## config.mk

```make
export PLATFORM = sky130hd
export DESIGN_NAME = id_ex_ctrl_stage
export DESIGN_NICKNAME = d
export VERILOG_FILES = /design/src/rtl/id_ex_ctrl_stage.sv
export SDC_FILE = /design/constraint.sdc
export NUM_CORES = 1
export LEC_CHECK = 0
export CORE_UTILIZATION = 40
export CTS_BUF_LIST = sky130_fd_sc_hd__clkbuf_8
export DETAILED_ROUTE_END_ITERATION = 8
export PLACE_DENSITY = 0.91
export SETUP_SLACK_MARGIN = 0.4
export SLEW_MARGIN = 20
export SYNTH_ARGS = -nofsm -noshare
export SYNTH_HDL_FRONTEND = slang
export SYNTH_SLANG_ARGS = --single-unit
```

## constraint.sdc

```tcl
create_clock -name clk -period 4.02 [get_ports clk]
set_clock_uncertainty 0.15 [all_clocks]
set_input_delay 0.402 -clock clk [delete_from_list [all_inputs] [get_ports clk]]
set_output_delay 0.402 -clock clk [all_outputs]
set_load 0.02 [all_outputs]
```

## src/rtl/id_ex_ctrl_stage.sv

```systemverilog
// ID/EX decode stage for RV32I: decodes instr into the EX/MEM/WB control bundle and registers it.
// Optional RV32M decode with multi-cycle busy counter is enabled by defining RV32M_EN.
module id_ex_ctrl_stage #(
  parameter int PC_W       = 32,
  parameter int MUL_CYCLES = 2,
  parameter int DIV_CYCLES = 8
) (
  input  logic            clk,
  input  logic            rst,
  input  logic            in_valid,
  output logic            in_ready,
  input  logic [31:0]     instr,
  input  logic [PC_W-1:0] pc_in,
  input  logic            stall_in,
  input  logic            flush,
  output logic            ex_valid,
  output logic [PC_W-1:0] ex_pc,
  output logic            ex_alu_src,
  output logic            ex_mem_write,
  output logic            ex_mem_read,
  output logic            ex_wb_reg_file,
  output logic            ex_memtoreg,
  output logic            ex_branch,
  output logic            ex_jal,
  output logic            ex_jalr,
  output logic [2:0]      ex_mem_load_type,
  output logic [1:0]      ex_mem_store_type,
  output logic [3:0]      ex_alu_ctrl,
  output logic [2:0]      ex_branch_func3,
  output logic            ex_illegal,
  output logic            busy
);

  // Handshake: an instruction moves from ID into ID/EX on a clock where in_valid && in_ready;
  // in_ready drops while a multi-cycle op occupies EX, downstream stalls, or reset is asserted.

  typedef struct packed {
    logic       alu_src;
    logic       mem_write;
    logic       mem_read;
    logic       wb_reg_file;
    logic       memtoreg;
    logic       branch;
    logic       jal;
    logic       jalr;
    logic [2:0] load_type;
    logic [1:0] store_type;
    logic [3:0] alu_ctrl;
    logic [2:0] branch_func3;
  } ctrl_t;

  localparam ctrl_t CTRL_DEFAULT = '{
    alu_src: 1'b0, mem_write: 1'b0, mem_read: 1'b0, wb_reg_file: 1'b0,
    memtoreg: 1'b0, branch: 1'b0, jal: 1'b0, jalr: 1'b0,
    load_type: 3'b010, store_type: 2'b10, alu_ctrl: 4'b0000, branch_func3: 3'b000
  };

  localparam int MAX_CYCLES = (MUL_CYCLES > DIV_CYCLES) ? MUL_CYCLES : DIV_CYCLES;
  localparam int CNT_W      = $clog2(MAX_CYCLES + 1);

  logic [6:0] opcode;
  logic [2:0] func3;
  logic [6:0] func7;
  assign opcode = instr[6:0];
  assign func3  = instr[14:12];
  assign func7  = instr[31:25];

  logic unused_instr_bits;
  assign unused_instr_bits = ^{instr[24:15], instr[11:7]};

  ctrl_t dec;
  logic  dec_illegal;
  logic  dec_is_m;

  always_comb begin
    dec         = CTRL_DEFAULT;
    dec_illegal = 1'b0;
    dec_is_m    = 1'b0;
    case (opcode)
      7'b0110011: begin
        dec.wb_reg_file = 1'b1;
        if (func7 == 7'b0000000 || func7 == 7'b0100000) begin
          case (func3)
            3'b000:  dec.alu_ctrl = func7[5] ? 4'b0001 : 4'b0000;
            3'b001:  dec.alu_ctrl = 4'b0101;
            3'b010:  dec.alu_ctrl = 4'b1000;
            3'b011:  dec.alu_ctrl = 4'b1001;
            3'b100:  dec.alu_ctrl = 4'b0100;
            3'b101:  dec.alu_ctrl = func7[5] ? 4'b0111 : 4'b0110;
            3'b110:  dec.alu_ctrl = 4'b0011;
            default: dec.alu_ctrl = 4'b0010;
          endcase
          if (func7[5] && func3 != 3'b000 && func3 != 3'b101) dec_illegal = 1'b1;
`ifdef RV32M_EN
        end else if (func7 == 7'b0000001) begin
          dec_is_m = 1'b1;
          case (func3)
            3'b000:                dec.alu_ctrl = 4'b1100;
            3'b001, 3'b010, 3'b011: dec.alu_ctrl = 4'b1101;
            3'b100, 3'b101:        dec.alu_ctrl = 4'b1110;
            default:               dec.alu_ctrl = 4'b1111;
          endcase
`endif
        end else begin
          dec_illegal = 1'b1;
        end
      end
      7'b0010011: begin
        dec.alu_src     = 1'b1;
        dec.wb_reg_file = 1'b1;
        case (func3)
          3'b000:  dec.alu_ctrl = 4'b0000;
          3'b001:  dec.alu_ctrl = 4'b0101;
          3'b010:  dec.alu_ctrl = 4'b1000;
          3'b011:  dec.alu_ctrl = 4'b1001;
          3'b100:  dec.alu_ctrl = 4'b0100;
          3'b101:  dec.alu_ctrl = (func7 == 7'b0100000) ? 4'b0111 : 4'b0110;
          3'b110:  dec.alu_ctrl = 4'b0011;
          default: dec.alu_ctrl = 4'b0010;
        endcase
        if (func3 == 3'b001 && func7 != 7'b0000000) dec_illegal = 1'b1;
        if (func3 == 3'b101 && func7 != 7'b0000000 && func7 != 7'b0100000) dec_illegal = 1'b1;
      end
      7'b0000011: begin
        dec.alu_src     = 1'b1;
        dec.wb_reg_file = 1'b1;
        dec.mem_read    = 1'b1;
        dec.memtoreg    = 1'b1;
        case (func3)
          3'b000:  dec.load_type = 3'b000;
          3'b001:  dec.load_type = 3'b001;
          3'b010:  dec.load_type = 3'b010;
          3'b100:  dec.load_type = 3'b011;
          3'b101:  dec.load_type = 3'b100;
          default: dec_illegal   = 1'b1;
        endcase
      end
      7'b0100011: begin
        dec.alu_src   = 1'b1;
        dec.mem_write = 1'b1;
        case (func3)
          3'b000:  dec.store_type = 2'b00;
          3'b001:  dec.store_type = 2'b01;
          3'b010:  dec.store_type = 2'b10;
          default: dec_illegal    = 1'b1;
        endcase
      end
      7'b1100011: begin
        dec.branch       = 1'b1;
        dec.alu_ctrl     = 4'b0001;
        dec.branch_func3 = func3;
        if (func3 == 3'b010 || func3 == 3'b011) dec_illegal = 1'b1;
      end
      7'b1101111: begin
        dec.jal         = 1'b1;
        dec.wb_reg_file = 1'b1;
      end
      7'b1100111: begin
        dec.jalr        = 1'b1;
        dec.alu_src     = 1'b1;
        dec.wb_reg_file = 1'b1;
        if (func3 != 3'b000) dec_illegal = 1'b1;
      end
      7'b0110111: begin
        dec.wb_reg_file = 1'b1;
        dec.alu_ctrl    = 4'b1010;
      end
      7'b0010111: begin
        dec.wb_reg_file = 1'b1;
        dec.alu_ctrl    = 4'b1011;
      end
      default: dec_illegal = 1'b1;
    endcase
    if (instr[1:0] != 2'b11) dec_illegal = 1'b1;
    // Illegal instructions travel as a live slot with no side-effect controls.
    if (dec_illegal) begin
      dec      = CTRL_DEFAULT;
      dec_is_m = 1'b0;
    end
  end

  assign in_ready = !busy && !stall_in && !rst;

  logic            accept;
  assign accept = in_valid && in_ready && !flush;

`ifdef RV32M_EN
  logic [CNT_W-1:0] cnt_q, cnt_d;

  always_comb begin
    cnt_d = cnt_q;
    if (flush) begin
      cnt_d = '0;
    end else if (accept && dec_is_m) begin
      cnt_d = (func3[2] == 1'b0) ? CNT_W'(MUL_CYCLES - 1) : CNT_W'(DIV_CYCLES - 1);
    end else if (cnt_q != '0) begin
      cnt_d = cnt_q - CNT_W'(1);
    end
  end

  always_ff @(posedge clk) begin
    if (rst) cnt_q <= '0;
    else     cnt_q <= cnt_d;
  end

  assign busy = (cnt_q != '0);
`else
  logic [CNT_W-1:0] unused_cnt;
  logic             unused_is_m;
  assign unused_cnt  = '0;
  assign unused_is_m = dec_is_m;
  assign busy        = 1'b0;
`endif

  logic            valid_q, valid_d;
  logic [PC_W-1:0] pc_q, pc_d;
  logic            illegal_q, illegal_d;
  ctrl_t           ctrl_q, ctrl_d;

  always_comb begin
    valid_d   = valid_q;
    pc_d      = pc_q;
    illegal_d = illegal_q;
    ctrl_d    = ctrl_q;
    if (flush) begin
      valid_d   = 1'b0;
      illegal_d = 1'b0;
      ctrl_d    = CTRL_DEFAULT;
    end else if (busy || stall_in) begin
      // hold
    end else if (in_valid) begin
      valid_d   = 1'b1;
      pc_d      = pc_in;
      illegal_d = dec_illegal;
      ctrl_d    = dec;
    end else begin
      valid_d   = 1'b0;
      illegal_d = 1'b0;
      ctrl_d    = CTRL_DEFAULT;
    end
  end

  always_ff @(posedge clk) begin
    if (rst) begin
      valid_q   <= 1'b0;
      pc_q      <= '0;
      illegal_q <= 1'b0;
      ctrl_q    <= CTRL_DEFAULT;
    end else begin
      valid_q   <= valid_d;
      pc_q      <= pc_d;
      illegal_q <= illegal_d;
      ctrl_q    <= ctrl_d;
    end
  end

  assign ex_valid          = valid_q;
  assign ex_pc             = pc_q;
  assign ex_illegal        = illegal_q;
  assign ex_alu_src        = ctrl_q.alu_src;
  assign ex_mem_write      = ctrl_q.mem_write;
  assign ex_mem_read       = ctrl_q.mem_read;
  assign ex_wb_reg_file    = ctrl_q.wb_reg_file;
  assign ex_memtoreg       = ctrl_q.memtoreg;
  assign ex_branch         = ctrl_q.branch;
  assign ex_jal            = ctrl_q.jal;
  assign ex_jalr           = ctrl_q.jalr;
  assign ex_mem_load_type  = ctrl_q.load_type;
  assign ex_mem_store_type = ctrl_q.store_type;
  assign ex_alu_ctrl       = ctrl_q.alu_ctrl;
  assign ex_branch_func3   = ctrl_q.branch_func3;

endmodule

```

-- Yosys cells after proc, flatten, opt, wreduce, memory -nomap -nowiden
Cells that the tools add are included.
- register bits after elaboration: 54
- latch bits: 0
- memory bits (writable): 0
- ROM bits: 0
- output and inout port bits: 56
- logic and storage cells: 90
- memories: 0
- add/subtract/negate cells: 0
- multiply operators: 0
- div/mod/pow operators: 0
- magnitude comparators: 0
- equal/unequal tests: 19
- shift operators: 0
- multiplexer cells: 33
- bitwise operators: 2
- reduce and logical (&&, ||, !) cells: 21
- operator list (cell ; number):
    $pmux 4 s7 ; 2
    $mux 20 ; 2
    $eq 7x6->1 const B ; 4
    $eq 7x7->1 const B ; 3
    $mux 1 ; 21
    $pmux 4 s5 ; 1
    $eq 7x5->1 const B ; 2
    $pmux 3 s4 ; 1
    $eq 3x3->1 const B ; 3
    $eq 7x2->1 const B ; 1
    $logic_not 7->1 ; 1
    $ne 7x6->1 const B ; 1
    $pmux 1 s7 ; 1
    $reduce_bool 7->1 ; 1
    $reduce_or 7->1 ; 1
    $eq 3x2->1 const B ; 2
    $logic_and 1x1->1 ; 6
    $mux 3 ; 2
    $reduce_or 3->1 ; 2
    $reduce_or 5->1 ; 1
    $mux 4 ; 1
    $pmux 2 s2 ; 1
    $reduce_or 4->1 ; 1
    $eq 3x1->1 const B ; 1
    other kinds (10) ; 13

-- Longest topological paths before layout
- depth after elaboration: 9
- gate-level depth with buffers: 7

-- Worst setup path after synthesis
OpenSTA, ideal clock, no wires.
- path kind: input port to flip-flop
- start point: input instr[6]
- end point: register illegal_q (netlist: ex_illegal)
- setup time: 0.117 ns
- data arrival time: 1.510 ns
- setup slack: 2.244 ns
- stages on the path: 5
- buffers on the path: 1
- cell sequence: buf_4 > o32a_1 > a311oi_1 > nand3_1 > a22o_1
- longest elaborated chain between the ends: 5
- RTL lines (what ; RTL line ; text):
    start, declared ; 12 ; input logic [31:0] instr,
    $eq 7x7->1, or another cell as far along ; 79 ; case (opcode)
    $reduce_or 3->1 (no line) ; n/a ;
    $pmux 1 s7 * ; 79 ;
    $mux 1 * ; 174 ; if (instr[1:0] != 2'b11) dec_illegal = 1'b1;
    $mux 1 * ; 231 ; end else if (in_valid) begin
    end signal, assigned ; 252 ; illegal_q <= illegal_d;
    end, declared ; 217 ; logic illegal_q, illegal_d;
Mark *: on every way between the ends. The rest lies on a longest branch, timed or not.
A chain may end at the register's enable or synchronous reset.

-- Final worst setup path
- start point: input rst
- end point: output in_ready
- longest elaborated chain between the ends: 2
- RTL lines (what ; RTL line ; text):
    start, declared ; 9 ; input logic rst,
    $logic_not 1->1 ; 182 ; assign in_ready = !busy && !stall_in && !rst;
    $logic_and 1x1->1 ; 182 ;
    end, declared ; 11 ; output logic in_ready,
No other way between the ends.

==> impl_results.md <==
- Core area: roughly 0.0056 mm²
- Num CTS Buffers: 5
- Final period utilization: about three fifths
- Initial Util: between 40% and 50%
- Hold_buf cts: 0
- Post-route ant nets: 0
- Die Y: slightly below 80 µm
- Reg2Reg Setup Slack: around 3200 ps
- Highest-count cells in the layout ignoring fill and taps: clkdlybuf4s50_1, nand2_1, dfxtp_1, a21oi_1, o21ai_0
- CP Buf/Inv Count: 2
- Postcts setup bufs: 0
- Instance count on the critical path: 3
- Outcome: finished clean
- Drt initial violations: 97
- Top FF cell, synth: dfxtp_1
- Final core utilization: 62.6%
- Critical path's slowest cell: clkdlybuf4s50_1
- Total Routing Usage GR: 20.1%
- Antenna violations before repair: 0
- Crit. Startpoint: rst
- Cells after Synth: 302
- DRC: 0
- Sequential share of the synthesized area: between 40 and 50%
- Data required, critical path: between 3000 and 4000 ps
- Port Buffers: roughly 110
- Syn_nets: 371
- Pwr/cell area: between 200 and 300 mW/mm²
- Max capacitance violation total: 0
- Biggest area consumer among synthesized cells: dfxtp_1
- Final hold violations: 0
- Clock buffer depth: 2
- Cell family with most CP delay: buffers and inverters
- Worst Path Max Fanout: 14
- Worst Tran Pin Value: ~650 ps
- Mapped cell area: between 0.002 and 0.0025 mm²
- Critical path startpoint category: input port
- WL/cell: ~13 µm
- Via count of the first global-routing pass: roughly 2.3k
- Final setup violation count: 0
- Via-to-Cell Ratio: just over 5
- Asr flop ratio synth: 0%
- Nets: between 400 and 500
- Tmin final: ~2500 ps
- Skew-Pair Late Insertion Delay: roughly 300 ps
- Most area-consuming cells after synthesis: dfxtp_1, nand2_1, a21oi_1, o21ai_0, clkbuf_8
- Crit end category: primary output
- Crit-path most repeated cell: clkdlybuf4s50_1
- Initial DRT Pass Iterations: 4
- RSZ-0062 raised after global routing: no
- N_diodes: 0
- Fillers: approximately 500
- Die area: about 0.0063 mm²
- Avg Cell Area, Syn: 7.89 µm²
- Final setup TNS: 0 ps
- R2R depth: 2
- Post-cts resize count: 0
- Final cell count without fillers: 470
- Grt ovf: 0
- Worst R2R End: ex_pc[10]$_SDFFE_PP0P_
- Critical Path Sink: in_ready
- CP Class: input port to primary output
- Layout cells sized above 1: slightly above 5%
- Largest net degree at the start of global routing: 33
- H-tree levels: 2
- Final Max Slew Viols: 0
- Final Wtd Congestion: ~0.89
- CTS tree: done
- Hold Path Class: flip-flop to flip-flop
- FP Rows: 27
- First-pass GRT wire length: approximately 10 mm
- Sink Count: 53
- WP data arrival: ~1900 ps
- Max Fclk: around 0.40 GHz
- P&R area growth vs syn: 47.3%
- DRT Wirelength: 6.22 mm
- # IOs: around 130
- Worst-path cell chain: clkdlybuf4s50_1, nor2_1, clkdlybuf4s50_1
- R2r startpoint: ex_pc[10]$_SDFFE_PP0P_
- CTS root buf: clkbuf_8
- Dpl cells: 462
- Hold_ws: 307 ps
- Top cell type's share of synthesized area: around 45%
- Yosys cell types: between 40 and 50
- Slew HR: a little under three fifths
- Clock transition at path regs: approximately 90 ps
- DP Wirelength: 4.70 mm
- DR vias: between 2k and 2.5k
- Commonest non-fill, non-tap cell in the layout: clkdlybuf4s50_1
- CP max stage delay: slightly below 700 ps
- Yosys reg bits: between 50 and 60
- Worst slack, placed: ~1400 ps
- P_leak: roughly 1.2 nW
- Final worst setup slack: ~1500 ps
- Synth warn: 0
- Max VDD drop: 0.000119 V
- Die Wd: roughly 79 µm
- Post-synth EDFFs: 0
==> flip-flops by register name (all words and copies together), names as in the netlist <==
register and cells:
ex_branch 1, ex_mem_write 1, ex_jal 1, ex_alu_ctrl 4, ex_pc 32, ex_branch_func3 3
ex_wb_reg_file 1, ex_mem_read 1, ex_jalr 1, ex_mem_store_type 2, ex_valid 1, ex_mem_load_type 3
ex_illegal 1, ex_alu_src 1
==> kinds of logic after synthesis <==
logic type | after synthesis | share of synthesized area [%]
compound gates | 78 | 19.5
xor+xnor | 1 | 0.368
buf+inv | 27 | 7.14
flops | 53 | 44.5
other cells | 1 | 0.157
simple gates | 142 | 28.3
==> metrics by stage <==
| step | power [W] | instance area [µm²] |
|---|---|---|
| finish | 0.00101 | 3510 |
| global route | 0.00105 | 3510 |
| CTS | 0.00102 | 3510 |
| detailed placement | 0.000719 | 3420 |
| global placement | 0.000716 | 3420 |
| floorplan | 0.000633 | 2380 |
==> tightest hold or removal path: cells and delay by family, from the launching register on <==
kind,cells,cell delay (ps)
flops,1,320
simple gates,1,50
compound gates,1,50
==> routing by layer <==
| layer | part of all wire [%] | global-route usage, % | vias to the layer above |
|---|---|---|---|
| met2 | 50 | 36.6 | 100 |
| met4 | 2.9 | 9.09 | 0 |
| met3 | 7.8 | 5.17 | 16 |
| li1 | - | - | 1203 |
| met1 | 39 | 21.5 | 1102 |
| met5 | 0 | 0 | - |
==> how the worst min path moves through the flow <==
stage / startpoint / end / slack (ps) / cells past startpoint
4_1_cts: ex_pc[1]$_SDFFE_PP0P_ / ex_pc[1]$_SDFFE_PP0P_ / 310 / 2
5_1_grt: ex_pc[0]$_SDFFE_PP0P_ / ex_pc[0]$_SDFFE_PP0P_ / 330 / 2
3_3_place_gp: ex_alu_ctrl[0]$_SDFFE_PP0N_ / ex_alu_ctrl[0]$_SDFFE_PP0N_ / 290 / 2
3_5_place_dp: ex_branch_func3[0]$_SDFFE_PP0N_ / ex_branch_func3[0]$_SDFFE_PP0N_ / 290 / 2
6_report: ex_pc[1]$_SDFFE_PP0P_ / ex_pc[1]$_SDFFE_PP0P_ / 310 / 2
2_1_floorplan: flush / ex_jal$_SDFFE_PP0N_ / 330 / 1
==> cells in the mapped netlist, types with 2 or more instances <==
| master | number |
|---|---|
| nor2b_1 | 6 |
| nand4_1 | 2 |
| nand2b_1 | 4 |
| a21oi_1 | 39 |
| buf_2 | 5 |
| buf_4 | 4 |
| nand3b_1 | 3 |
| clkbuf_1 | 8 |
| o31ai_1 | 4 |
| a21o_1 | 2 |
| o21ai_0 | 19 |
| nand2_1 | 88 |
| and3_1 | 2 |
| nor4_1 | 2 |
| clkbuf_8 | 4 |
| dfxtp_1 | 53 |
| inv_1 | 5 |
| nor2_1 | 11 |
| nor3_1 | 5 |
| or2_2 | 2 |
| nand3_1 | 8 |
==> cell type report <==
type | count | area, µm² | area share (%)
multi-input combinational | 222 | 1150 | 32.9
timing repair buffer | 110 | 1100 | 31.2
sequential | 53 | 1060 | 30.2
tap | 72 | 90.1 | 2.57
clock buffer | 5 | 68.8 | 1.96
clock inverter | 3 | 21.3 | 0.606
inverter | 5 | 18.8 | 0.535
==> where the power goes <==
group / leakage (nW) / internal [W] / switching (W) / total, W
logic: 0.722 / 0.0000862 / 0.0000800 / 0.000166
clock network: 0.0445 / 0.000124 / 0.000176 / 0.000300
registers: 0.429 / 0.000536 / 0.00000523 / 0.000541
No activity file was read; power rests on OpenSTA's default activity.
